**config.mk**
```make
export PLATFORM = sky130hd
export DESIGN_NAME = bfp16_multiplier
export DESIGN_NICKNAME = d
export VERILOG_FILES = /design/src/rtl/bfp16_multiplier.sv
export SDC_FILE = /design/constraint.sdc
export NUM_CORES = 1
export LEC_CHECK = 0
export ABC_CLOCK_PERIOD_IN_PS = 800
export BUFFER_PORTS_ARGS = -buffer_cell sky130_fd_sc_hd__buf_2
export CAP_MARGIN = 25
export CORE_MARGIN = 2
export CORE_UTILIZATION = 30
export DETAILED_ROUTE_END_ITERATION = 10
export SYNTH_ARGS = -nofsm -noshare
export SYNTH_HDL_FRONTEND = slang
export SYNTH_SLANG_ARGS = --single-unit
```
**constraint.sdc**
```tcl
create_clock -name clk -period 0.8 [get_ports clk]
set_clock_uncertainty 0.05 [all_clocks]
set_input_delay 0.08 -clock clk [delete_from_list [all_inputs] [get_ports clk]]
set_output_delay 0.08 -clock clk [all_outputs]
set_load 0.05 [all_outputs]
```
**src/rtl/bfp16_multiplier.sv**
```systemverilog
// bfp16_multiplier: registered bfloat16 multiplier with round-to-nearest-even.
// Handles signed zeros, subnormals, infinities and NaN (canonical 0x7FC0).
// One operand pair per clock; the product appears on O one cycle later.
module bfp16_multiplier #(
    parameter int unsigned DATA_TYPE = 16
) (
    input  logic                 clk,
    input  logic                 rst,
    input  logic [DATA_TYPE-1:0] A,
    input  logic [DATA_TYPE-1:0] B,
    output logic [DATA_TYPE-1:0] O
);

    // Operand fields and classification
    logic       sign_a, sign_b, sign_r;
    logic [7:0] exp_a, exp_b;
    logic [6:0] frac_a, frac_b;
    logic       zero_a, zero_b, inf_a, inf_b, nan_a, nan_b;

    assign sign_a = A[15];
    assign sign_b = B[15];
    assign exp_a  = A[14:7];
    assign exp_b  = B[14:7];
    assign frac_a = A[6:0];
    assign frac_b = B[6:0];
    assign sign_r = sign_a ^ sign_b;

    assign zero_a = (exp_a == 8'd0) && (frac_a == 7'd0);
    assign zero_b = (exp_b == 8'd0) && (frac_b == 7'd0);
    assign inf_a  = (exp_a == 8'hFF) && (frac_a == 7'd0);
    assign inf_b  = (exp_b == 8'hFF) && (frac_b == 7'd0);
    assign nan_a  = (exp_a == 8'hFF) && (frac_a != 7'd0);
    assign nan_b  = (exp_b == 8'hFF) && (frac_b != 7'd0);

    // Count of leading zeros in a 16-bit value (16 when the value is zero)
    function automatic logic [4:0] lzc16(input logic [15:0] v);
        logic [4:0] n;
        logic       found;
        n     = 5'd0;
        found = 1'b0;
        for (int i = 15; i >= 0; i--) begin
            if (!found) begin
                if (v[i]) begin
                    found = 1'b1;
                end else begin
                    n = n + 5'd1;
                end
            end
        end
        return n;
    endfunction

    logic [7:0]        sig_a, sig_b;
    logic [7:0]        eff_a, eff_b;
    logic [15:0]       prod;
    logic [4:0]        lz;
    logic [15:0]       norm;
    logic signed [9:0] exp_n;
    logic              uf;
    logic [9:0]        sh;
    logic [31:0]       ext;
    logic [31:0]       shifted;
    logic              lost;
    logic              guard, sticky, inc;
    logic              carry;
    logic [7:0]        mant_r;
    logic signed [9:0] exp_f;
    logic [15:0]       res;

    // Finite datapath: multiply, normalize, denormalize on underflow, round, then special-case mux
    always_comb begin
        sig_a   = {~(exp_a == 8'd0), frac_a};
        sig_b   = {~(exp_b == 8'd0), frac_b};
        eff_a   = (exp_a == 8'd0) ? 8'd1 : exp_a;
        eff_b   = (exp_b == 8'd0) ? 8'd1 : exp_b;
        prod    = sig_a * sig_b;
        lz      = lzc16(prod);
        norm    = prod << lz;
        // Product MSB sits at bit 15 with biased weight eA + eB - 127 + 1
        exp_n   = $signed({2'b00, eff_a}) + $signed({2'b00, eff_b}) - 10'sd126
                  - $signed({5'b00000, lz});
        uf      = (exp_n <= 10'sd0);
        sh      = $unsigned(10'sd1 - exp_n);
        ext     = {norm, 16'h0000};
        shifted = ext;
        lost    = 1'b0;
        if (uf) begin
            if (sh >= 10'd32) begin
                shifted = 32'h0;
                lost    = |norm;
            end else begin
                shifted = ext >> sh[4:0];
                lost    = ((shifted << sh[4:0]) != ext);
            end
        end
        guard  = shifted[23];
        sticky = (|shifted[22:0]) | lost;
        inc    = guard & (sticky | shifted[24]);
        {carry, mant_r} = {1'b0, shifted[31:24]} + {8'h00, inc};
        // Subnormals that round up into bit 7 become the smallest normal
        exp_f  = uf ? $signed({9'd0, mant_r[7]}) : (exp_n + $signed({9'd0, carry}));

        res = {sign_r, exp_f[7:0], mant_r[6:0]};
        if (nan_a || nan_b || (inf_a && zero_b) || (inf_b && zero_a)) begin
            res = 16'h7FC0;
        end else if (inf_a || inf_b) begin
            res = {sign_r, 8'hFF, 7'h00};
        end else if (zero_a || zero_b) begin
            res = {sign_r, 15'h0000};
        end else if (exp_f >= 10'sd255) begin
            res = {sign_r, 8'hFF, 7'h00};
        end
    end

    // Output register, cleared asynchronously while rst is low
    always_ff @(posedge clk or negedge rst) begin
        if (!rst) begin
            O <= '0;
        end else begin
            O <= res;
        end
    end

endmodule

```
==> out/metrics.yaml <==
fin_crit_sh_pct: 2010
synth_top_family_by_area: "simple AND/OR/NAND/NOR gates"
largest_register_ffs: 16
hold_path_class: "primary input to flip-flop"
clockRootBuffer: "clkbuf_16"
grt_overflow: 0
min_path_cells: 3
diodes: 0
port_buffers: 49
start_util_pct: 30.2
ys_warn_count: 0
seq_area_sq_um: 400
setup_viol_count_final: 32
worst_pin_slew_ns: 0.732
synth_edf_count: 0
cpMaxStageDelayCell: "fa_1"
synthMuxAreaShare_pct: 6.27
drc: 0
seq_area_frac_synth_pct: 4.49
yosysUniqueCellTypes: 105
grt_use_total_pct: 22.4
layout-drive-gt1-share_pct: 45.5
synthesis.area_sq_mm: 0.00891
wl_met2_um: 17100
route.met3.wl_um: 1930
synth-simple-area-share_pct: 31.9
layout.nets: 1952
drt_wl_total_um: 36300
synth_compound_area_share_pct: 25.0
relSlewSlack_pct: 51.0
synthCells: 1255
dieArea_sq_mm: 0.0311
rows: 63
wire_per_inst_um: 16.5
final_common_cell: "buf_4"
async_reset_ff_share_pct: 100
place_congestion: 0.955
cts_tree: "done"
ys.flop_type: "dfrtp_1"
pin_count: 50
layout_common_cells: "buf_4 (547), nand2_1 (115), nor2_1 (106), inv_1 (91)"
hpwlAfterDp_um: 28700
synth-xor-area-share_pct: 5.43
arrival_ns: 16.17
fp.dieH_um: 176
area_growth_pct: 66.0
top_register: "O"
final_area_sq_mm: 0.0148
antenna_found_initial: 0
dr.pass1.iters: 6
min-delay-start: "A[15]"
top_layer: "met4"
grt_pass1_vias: 11500
crit_buf_inv: 8
fill_cells: 2746
rsz0062_at_grt: "yes"
cts.clk_slew.worst_paths_ns: 0.05
required_ns: 0.91
fmax_mhz: 62.3
grt_first_pass_wirelength_um: 57500
clockBufferDepth: 2
clock-sinks: 16
vias: 11800
setup.worst_path.end_class: "flip-flop"
dieWidth_um: 176
cp-start-kind: "primary input"
finalCriticalPeriod_ns: 16.06
critPathMaxFanout: 5
avgSynthCellArea_sq_um: 7.10
syn_nets: 1401
crit_type: "primary input to flip-flop"
maxSlewViolCount: 0
hold_violations: 0
m1WireLength_um: 16400
slowest_delay_ns: 0.53
violations: "negative setup slack"
status: "complete, but fails checks"
reg_top3: "O: 16 flops"
place_area_sq_mm: 0.0135
min_to: "O[15]$_DFF_PN0_"
maxCapViolCount: 0
cp_top_family: "adder cells"
ys_ff_latch: 16
via_per_inst: 5.38
synthAdderAreaFrac_pct: 19.3
cts_buffers: 3
setup_slack_ns: -15.26
ant_nets: 0
grt_max_degree: 26
cts_max_level: 1
coreArea_sq_mm: 0.0295
multi_input_area_sq_mm: 0.00876
drt_iter0_markers: 864
## how the worst max path moves through the flow
stage / startpoint / to / slack, ns / depth (start not counted)
2_1_floorplan: B[9] / O[0]$_DFF_PN0_ / -16.01 / 89
3_3_place_gp: B[9] / O[0]$_DFF_PN0_ / -15.56 / 88
3_5_place_dp: B[12] / O[0]$_DFF_PN0_ / -16.03 / 88
4_1_cts: B[11] / O[1]$_DFF_PN0_ / -15.17 / 83
5_1_grt: B[11] / O[0]$_DFF_PN0_ / -16.11 / 86
6_report: B[11] / O[0]$_DFF_PN0_ / -15.26 / 86
## cells in the mapped netlist, types with 16 or more instances
master	instances	area, sq um
o211ai_1	21	158
nor4_1	21	131
xnor2_1	32	280
mux2i_1	30	300
o21ai_0	41	205
clkbuf_1	44	165
a211oi_1	21	158
nor3_1	49	245
nand2_1	122	458
and2_1	61	382
nor2_1	123	462
nand4_1	28	175
a21oi_1	72	360
dfrtp_1	16	400
nand3_1	52	260
ha_1	70	876
fa_1	42	841
inv_1	98	368
## per-stage QoR
stage | hold slack (ns) | std cells | util (%) | worst slack, ns | setup TNS [ns]
2_1_floorplan | -0.266 | 1255 | - | -16.01 | -238.80
3_3_place_gp | -0.0618 | 2127 | 45.7 | -15.56 | -232.33
3_5_place_dp | -0.0531 | 2127 | 45.7 | -16.03 | -238.70
4_1_cts | 0.0516 | 2179 | 48.8 | -15.17 | -228.17
5_1_grt | 0.0631 | 2195 | 50.2 | -16.11 | -242.81
6_report | 0.0437 | 2195 | 50.2 | -15.26 | -229.63
## per-layer routing
metal,track usage [%],vias up
met5,0,-
met4,5.10,0
met3,1.18,65
met2,38.7,398
met1,30.8,5699
li1,-,5656
## cell families (layout without fill, tap and decap cells)
| group | count (synthesis) | count (layout) |
|---|---|---|
| compound gates | 310 | 310 |
| xor+xnor | 50 | 50 |
| fa+ha+maj | 112 | 112 |
| buf+inv | 168 | 718 |
| flops | 16 | 16 |
| mux | 47 | 47 |
| simple gates | 552 | 552 |
## area by class of cell
type                    count  share of cell area, %
repair buffers            611                   31.6
multi-input cells        1071                   59.2
inverters                 103                   2.63
well taps                 390                   3.30
flip-flops and latches     16                   2.71
clock buffers               4                  0.600
## what timing repair did
item,in CTS,in global routing
endpoints found under the hold margin,16,0
hold buffers,1,0
endpoints found under the setup margin,32,32
setup buffers,50,16
cloned,0,0
resized for setup,122,61
pin swaps,98,41
Power is not shown: default switching activity piles up to over one toggle a cycle in this logic, so the estimate is an artifact.
